**src/rtl/servant_rr_arbiter.sv**
```systemverilog
// Purpose : round-robin arbiter sharing one Wishbone slave between the SERV ibus and dbus masters.
// Latency : 1 cycle of arbitration (IDLE) before the slave cycle; acks are forwarded combinationally.
// Backpress: a master waits in cyc until it is granted; a stalled slave is cut off after TIMEOUT cycles with an error-ack.
//
// Ports:
//   clk, rst_n          clock and synchronous active-low reset
//   i_ibus_*, o_ibus_*  instruction master (read-only): adr/cyc in, rdt/ack out
//   i_dbus_*, o_dbus_*  data master: adr/dat/sel/we/cyc in, rdt/ack out
//   o_wb_*, i_wb_*      shared slave port: adr/dat/sel/we/cyc out, rdt/ack in
//   o_grant             01 = ibus owns the bus, 10 = dbus owns the bus, 00 = idle
//   o_timeout           one-cycle pulse when a transaction is closed by the timeout
module servant_rr_arbiter #(
    // Max BUSY cycles without a slave ack before the error-ack; 0 disables the timeout.
    parameter logic [7:0] TIMEOUT = 8'd255
) (
    input  logic        clk,
    input  logic        rst_n,

    input  logic [31:0] i_ibus_adr,
    input  logic        i_ibus_cyc,
    output logic [31:0] o_ibus_rdt,
    output logic        o_ibus_ack,

    input  logic [31:0] i_dbus_adr,
    input  logic [31:0] i_dbus_dat,
    input  logic [3:0]  i_dbus_sel,
    input  logic        i_dbus_we,
    input  logic        i_dbus_cyc,
    output logic [31:0] o_dbus_rdt,
    output logic        o_dbus_ack,

    output logic [31:0] o_wb_adr,
    output logic [31:0] o_wb_dat,
    output logic [3:0]  o_wb_sel,
    output logic        o_wb_we,
    output logic        o_wb_cyc,
    input  logic [31:0] i_wb_rdt,
    input  logic        i_wb_ack,

    output logic [1:0]  o_grant,
    output logic        o_timeout
);

    typedef enum logic {
        IDLE = 1'b0,
        BUSY = 1'b1
    } state_t;

    state_t      state, state_nxt;
    logic [1:0]  grant, grant_nxt;          // one-hot: [0] ibus, [1] dbus
    logic        last_dbus, last_dbus_nxt;  // 1 = dbus held the most recent grant
    logic [7:0]  cnt, cnt_nxt;              // BUSY cycles without ack, saturating

    logic        busy;
    logic        master_cyc;                // granted master still requesting
    logic        timeout_hit;
    logic        live;                      // slave cycle actually presented
    logic        xfer_done;                 // slave ack accepted
    logic        tmo_ack;                   // error-ack generated by the timeout
    logic        abort;

    // ------------------------------------------------------------------
    // Transaction status decode
    // ------------------------------------------------------------------
    always_comb begin
        busy        = (state == BUSY);
        master_cyc  = (grant[0] & i_ibus_cyc) | (grant[1] & i_dbus_cyc);
        timeout_hit = busy && (TIMEOUT != 8'd0) && (cnt == TIMEOUT);
        // Abort wins over the timeout: a master that has gone away gets no ack.
        abort       = busy && !master_cyc;
        tmo_ack     = busy && master_cyc && timeout_hit;
        live        = busy && master_cyc && !timeout_hit;
        // A slave ack landing in the timeout cycle is ignored since cyc is already low.
        xfer_done   = live && i_wb_ack;
    end

    // ------------------------------------------------------------------
    // State register
    // ------------------------------------------------------------------
    always_ff @(posedge clk) begin
        if (!rst_n) begin
            state     <= IDLE;
            grant     <= 2'b00;
            last_dbus <= 1'b1;      // ibus wins the first tie
            cnt       <= 8'd0;
        end else begin
            state     <= state_nxt;
            grant     <= grant_nxt;
            last_dbus <= last_dbus_nxt;
            cnt       <= cnt_nxt;
        end
    end

    // ------------------------------------------------------------------
    // Next-state logic
    // ------------------------------------------------------------------
    always_comb begin
        state_nxt     = state;
        grant_nxt     = grant;
        last_dbus_nxt = last_dbus;
        cnt_nxt       = cnt;

        case (state)
            IDLE: begin
                if (i_ibus_cyc || i_dbus_cyc) begin
                    state_nxt = BUSY;
                    cnt_nxt   = 8'd0;
                    if (i_ibus_cyc && i_dbus_cyc) begin
                        // Tie: the master that was not granted last goes first.
                        grant_nxt = last_dbus ? 2'b01 : 2'b10;
                    end else if (i_ibus_cyc) begin
                        grant_nxt = 2'b01;
                    end else begin
                        grant_nxt = 2'b10;
                    end
                end
            end

            BUSY: begin
                if (abort || tmo_ack || xfer_done) begin
                    // The round-robin pointer only moves once the bus is released.
                    state_nxt     = IDLE;
                    last_dbus_nxt = grant[1];
                end else if (cnt != 8'hFF) begin
                    cnt_nxt = cnt + 8'd1;
                end
            end

            default: begin
                state_nxt = IDLE;
            end
        endcase
    end

    // ------------------------------------------------------------------
    // Output mux. Everything is forced low while rst_n is asserted so a
    // transaction caught by reset never forwards an ack.
    // ------------------------------------------------------------------
    always_comb begin
        o_wb_adr   = 32'h0;
        o_wb_dat   = 32'h0;
        o_wb_sel   = 4'h0;
        o_wb_we    = 1'b0;
        o_wb_cyc   = 1'b0;
        o_ibus_ack = 1'b0;
        o_ibus_rdt = 32'h0;
        o_dbus_ack = 1'b0;
        o_dbus_rdt = 32'h0;
        o_grant    = 2'b00;
        o_timeout  = 1'b0;

        if (rst_n && busy) begin
            o_grant  = grant;
            o_wb_cyc = live;
            o_timeout = tmo_ack;

            if (grant[0]) begin
                // Instruction fetches are always full-word reads.
                o_wb_adr   = i_ibus_adr;
                o_wb_sel   = 4'hF;
                o_ibus_ack = xfer_done | tmo_ack;
                o_ibus_rdt = live ? i_wb_rdt : 32'h0;
            end else if (grant[1]) begin
                o_wb_adr   = i_dbus_adr;
                o_wb_dat   = i_dbus_dat;
                o_wb_sel   = i_dbus_sel;
                o_wb_we    = i_dbus_we;
                o_dbus_ack = xfer_done | tmo_ack;
                o_dbus_rdt = live ? i_wb_rdt : 32'h0;
            end
        end
    end

endmodule

```
**config.mk**
```make
export PLATFORM = sky130hd
export DESIGN_NAME = servant_rr_arbiter
export DESIGN_NICKNAME = d
export VERILOG_FILES = /design/src/rtl/servant_rr_arbiter.sv
export SDC_FILE = /design/constraint.sdc
export NUM_CORES = 1
export LEC_CHECK = 0
export CORE_AREA = 2 2 107 109
export CTS_CLUSTER_DIAMETER = 80
export DETAILED_ROUTE_END_ITERATION = 10
export DIE_AREA = 0 0 109 111
export HOLD_SLACK_MARGIN = 0.02
export PLACE_DENSITY_LB_ADDON = 0.08
export SLEW_MARGIN = 20
export SYNTH_ARGS = -nofsm -noshare
export SYNTH_HDL_FRONTEND = slang
export SYNTH_SLANG_ARGS = --single-unit
```
**constraint.sdc**
```tcl
create_clock -name clk -period 2.4 [get_ports clk]
set_clock_uncertainty 0.05 [all_clocks]
set_input_delay 0.6 -clock clk [delete_from_list [all_inputs] [get_ports clk]]
set_output_delay 0.6 -clock clk [all_outputs]
set_load 0.05 [all_outputs]
```
-- After elaboration in Yosys (flattened, before gate mapping)
Index checks and enable logic that the tools add are counted.
- bits of input ports: 138
- output and inout bits: 139
- word-level logic and storage cells: 67
- register bits after elaboration: 12
- equality and inequality tests: 5
- muxes and demuxes: 36
- bitwise logic cells: 5
- reduce and logical (&&, ||, !) cells: 16
- $add $sub $neg: 1
- operator list (kind ; count):
    32-bit 2-to-1 mux ; 12
    8-bit 2-to-1 mux ; 3
    8-bit one-hot mux with 2 select lines ; 1
    1-bit 2-to-1 mux ; 12
    4-bit 2-to-1 mux ; 3
    8-bit by 1-bit adder with 8-bit output, second input constant ; 1
    8-bit equality test, second input constant ; 1
    1-bit logical AND ; 8
    2-bit 2-to-1 mux ; 4
    8-bit != test, second input constant ; 1
    2-bit != test, second input constant ; 2
    2-bit AND reduction ; 2
    1-bit logical OR ; 3
    3-bit AND reduction ; 1
    1-bit bitwise AND ; 2
    1-bit zero test ; 2
    2-bit by 1-bit != test with 1-bit output, second input constant ; 1
    1-bit OR ; 2
    1-bit one-hot mux with 2 select lines ; 1
    1-bit inverter ; 1

-- Depth between registers and ports, before layout
- depth after elaboration: 9
- gate-level depth with buffers: 6
- depth with buffers taken out: 5

-- Worst setup path after synthesis
OpenSTA, ideal clock, no wires.
- kind: reg-to-output
- from: reg cnt[0]
- to: out o_dbus_ack
- arrival time: 2.520 ns
- cell stages (with the launch flop): 7
- data required time: 1.750 ns
- buffers on the path: 1
- slack: -0.770 ns
- cell sequence: dfxtp_1 -> ha_1 -> nand3_1 -> nor3_2 -> buf_2 -> o21ai_0 -> nor3b_1
- longest elaborated chain between the ends: 9
- elaborated cells on any way between the ends: 10
- classes of those cells: eq/ne: 1; mux: 3; bitwise: 1; reduce/logical: 5
- ends and longest elaborated chain (element ; RTL line ; source):
    start, declared ; 52 ; logic [7:0] cnt, cnt_nxt;
    start signal, assigned ; 90 ; cnt <= cnt_nxt;
    8-bit equality test (*) ; 68 ; timeout_hit = busy && (TIMEOUT != 8'd0) && (cnt == TIMEOUT);
    1-bit logical AND (*) ; 68 ;
    1-bit zero test ; 72 ; live = busy && master_cyc && !timeout_hit;
    1-bit logical AND ; 72 ;
    1-bit logical AND ; 74 ; xfer_done = live && i_wb_ack;
    1-bit OR (*) ; 168 ; o_dbus_ack = xfer_done | tmo_ack;
    1-bit 2-to-1 mux (*) ; 163 ; end else if (grant[1]) begin
    1-bit 2-to-1 mux (*) ; 157 ; if (grant[0]) begin
    1-bit 2-to-1 mux (*) ; 152 ; if (rst_n && busy) begin
    end, declared ; 30 ; output logic o_dbus_ack,
Mark *: on every way between the ends. The rest lies on a longest branch, timed or not.

-- Final worst setup path
- from: reg cnt[0]
- to: out o_dbus_rdt[22]
- longest elaborated chain between the ends: 8
- ends and longest elaborated chain (element ; RTL line ; source):
    8-bit equality test ; 68 ;
    1-bit logical AND ; 68 ;
    1-bit zero test ; 72 ;
    1-bit logical AND ; 72 ;
    32-bit 2-to-1 mux ; 169 ; o_dbus_rdt = live ? i_wb_rdt : 32'h0;
    32-bit 2-to-1 mux ; 163 ;
    32-bit 2-to-1 mux ; 157 ;
    32-bit 2-to-1 mux ; 152 ;
    end, declared ; 29 ; output logic [31:0] o_dbus_rdt,
No other way between the ends.

==> metrics.md <==
| Metric | Value |
|---|---|
| Synth Area per Inst | 7.07 um2 |
| Die Y | 111 um |
| Synth Flop Type | dfxtp_1 |
| Cts hold-fix bufs | 0 |
| Vias in the first global route | 3039 |
| Final Hold Vio Count | 0 |
| First-pass GRT wire length | 19000 um |
| Crit Path Class | reg2out |
| Largest net degree at the start of global routing | 34 |
| CP max FO | 8 |
| Async S/R FF share, synth | 0 |
| Crit path arrival time | 1.87 ns |
| CTS Sinks | 12 |
| Worst VDD drop | 0.000326 V |
| Fin crit period | 2.52 ns |
| Via/cell ratio | 4.37 |
| TritonCTS clock tree | yes |
| # rows | 39 |
| Total of max-cap violations | 0 |
| Slew HR | 0.764 |
| DP Wirelength | 10700 um |
| Failing checks | negative setup slack |
| Starting density of the core | 0.155 |
| Seq cells post-synth | 12 |
| GP Congestion | 0.827 |
| Routed len/inst | 19.6 um |
| Nets | 685 |
| Place WS | -0.495 ns |
| Top Ports | 277 |
| FF+latch area | 249 um2 |
| Min setup slack post-route | -0.119 ns |
| Placed Cells | 666 |
| Area of the core | 0.0111 mm2 |
| H-Tree Depth | 1 |
| Worst EP required | 1.75 ns |
| Met1 WL | 4530 um |
| Worst Hold Class | reg2reg |
| Drt total wl | 13500 um |
| Initial antenna violation count | 0 |
| RSZ-0062 raised after global routing | yes |
| Overall routing resource usage | 0.208 |
| Clock slew at reported path FFs | 0.04 ns |
| Post-synth cell types | 39 |
| Highest routed layer | met4 |
| Num CTS Buffers | 3 |
| Status | complete, but fails checks |
| Gr ovfl total | 0 |
| Fin util | 0.632 |
| Ys Warns | 0 |
| Mapped Cells | 242 |
| Drt first-iter violations | 90 |
| Power Dens Cells | 152 mW/mm2 |
| Cell Area, Synth | 0.00171 mm2 |
| Crit start category | flop |
| Non-filler cells, final | 687 |
| Clock Latency Late Sink | 0.24 ns |
| R2R setup slack | 0.66 ns |
| Post-route DRC | 0 |
| Filler cell count | 881 |
| Net count after synthesis | 381 |
| Worst-Margin Slew | 0.353 ns |
| Root Driver | clkbuf_16 |
| Total inserted antenna cells | 0 |
| TritonRoute pass-1 iters | 4 |
| Static Leak | 2.91 nW |
| Met3 wire len | 1300 um |
| Crit share post-route | 1.05 |
| Critical Path End Type | primary output |
| Setup-failing EPs final | 65 |
| Share of layout cells above drive strength 1 | 0.594 |
| Max Root-Sink Buffers | 2 |
| Area delta synth->final | 309% |
| Footprint of the multi-input gates | 0.00184 mm2 |
| DR WL met2 | 7330 um |
| Total number of vias | 3005 |
| Full die area | 0.0121 mm2 |
| Antenna Nets Post-Route | 0 |
| Width of the die | 109 um |
| Most common cell after layout, fill and taps aside | buf_12 |
| Power Total | 1.06 mW |
| Max Fclk | 397 MHz |
| Post-synthesis sequential area ratio | 0.140 |
| Post-synth EDFFs | 0 |
| Most frequent cells in the layout | 144 x buf_12, 134 x clkdlybuf4s50_1, 72 x and2_4, 26 x buf_4, 21 x a22o_4 |
| Number of port buffers | 276 |
| Max Slew Vio Count | 0 |
flip-flops by register name, summed over array words and instances (netlist names):
signal and flops:
busy 1, last_dbus 1, cnt 8, grant 2
power breakdown:
part / internal [mW] / switching [mW] / total (mW)
Combinational: 0.338 / 0.206 / 0.545
Clock: 0.217 / 0.0869 / 0.304
Sequential: 0.206 / 0.00893 / 0.215
final cells by class:
| class | instances | area share |
|---|---|---|
| repair buffers | 320 | 0.664 |
| multi-input cells | 206 | 0.263 |
| flip-flops and latches | 12 | 0.0356 |
| well taps | 143 | 0.0256 |
| clock buffers | 3 | 0.0107 |
| inverters | 3 | 0.00161 |
worst max-delay path, stage by stage (launching register included):
cell and delay (ns):
dfxtp_2 0.34, ha_4 0.15, nand3_4 0.09, nor3_4 0.28, buf_6 0.15, nor3b_4 0.04
buf_6 0.13, buf_16 0.14, and2_4 0.16, buf_12 0.14
synth_stat cells, types with 2 or more instances:
cell type / instances / area [um2]
and2_1: 97 / 607
a22o_1: 32 / 280
nand2_1: 14 / 52.6
buf_2: 12 / 60.1
dfxtp_1: 12 / 240
a21oi_1: 7 / 35.0
clkbuf_1: 7 / 26.3
o21ai_0: 6 / 30.0
nor2_1: 5 / 18.8
nand2b_1: 4 / 25.0
nand3_1: 4 / 20.0
a31oi_1: 3 / 18.8
o31ai_1: 3 / 22.5
and3_1: 2 / 12.5
inv_1: 2 / 7.51
nand4_1: 2 / 12.5
nor3_1: 2 / 10.0
nor3_2: 2 / 20.0
nor3b_1: 2 / 15.0
o2111ai_1: 2 / 17.5
o211ai_1: 2 / 15.0
or2_1: 2 / 12.5
or4_1: 2 / 15.0
kinds of logic after synthesis:
group	Yosys count	share of synthesized area
compound gates	58	0.262
fa+ha+maj	1	0.00731
buf+inv	24	0.0658
flops	12	0.140
mux	1	0.00585
simple gates	146	0.519
metrics by stage:
step	setup TNS [ns]	area [um2]	hold WS (ns)
after global routing	-8.40	7000	0.466
after floorplan	-0.139	2100	0.399
after global placement	-54.82	6580	0.420
final	-4.89	7000	0.446
after CTS	-3.90	6920	0.444
after detailed placement	-57.08	6580	0.434
metal layers:
metal  track usage  up-vias
met5             0        -
met4        0.0598        0
met3        0.0629       17
met2         0.400      139
met1         0.209     1393
li1              -     1456
timing repair:
action	in CTS	in global routing
pin swaps	34	30
buffers inserted	10	2
resized for setup	66	11
endpoints found under the setup margin	138	79
gates cloned	3	4
path summary, 6_finish.rpt:
kind	startpoint	endpoint	depth (start not counted)
setup reg to reg	grant[0]	cnt[1]	6
hold reg to reg	cnt[6]	cnt[6]	1
hold / removal	cnt[6]	cnt[6]	1
setup / recovery	cnt[0]	o_dbus_rdt[22]	9
(Power assumes the default switching activity.)
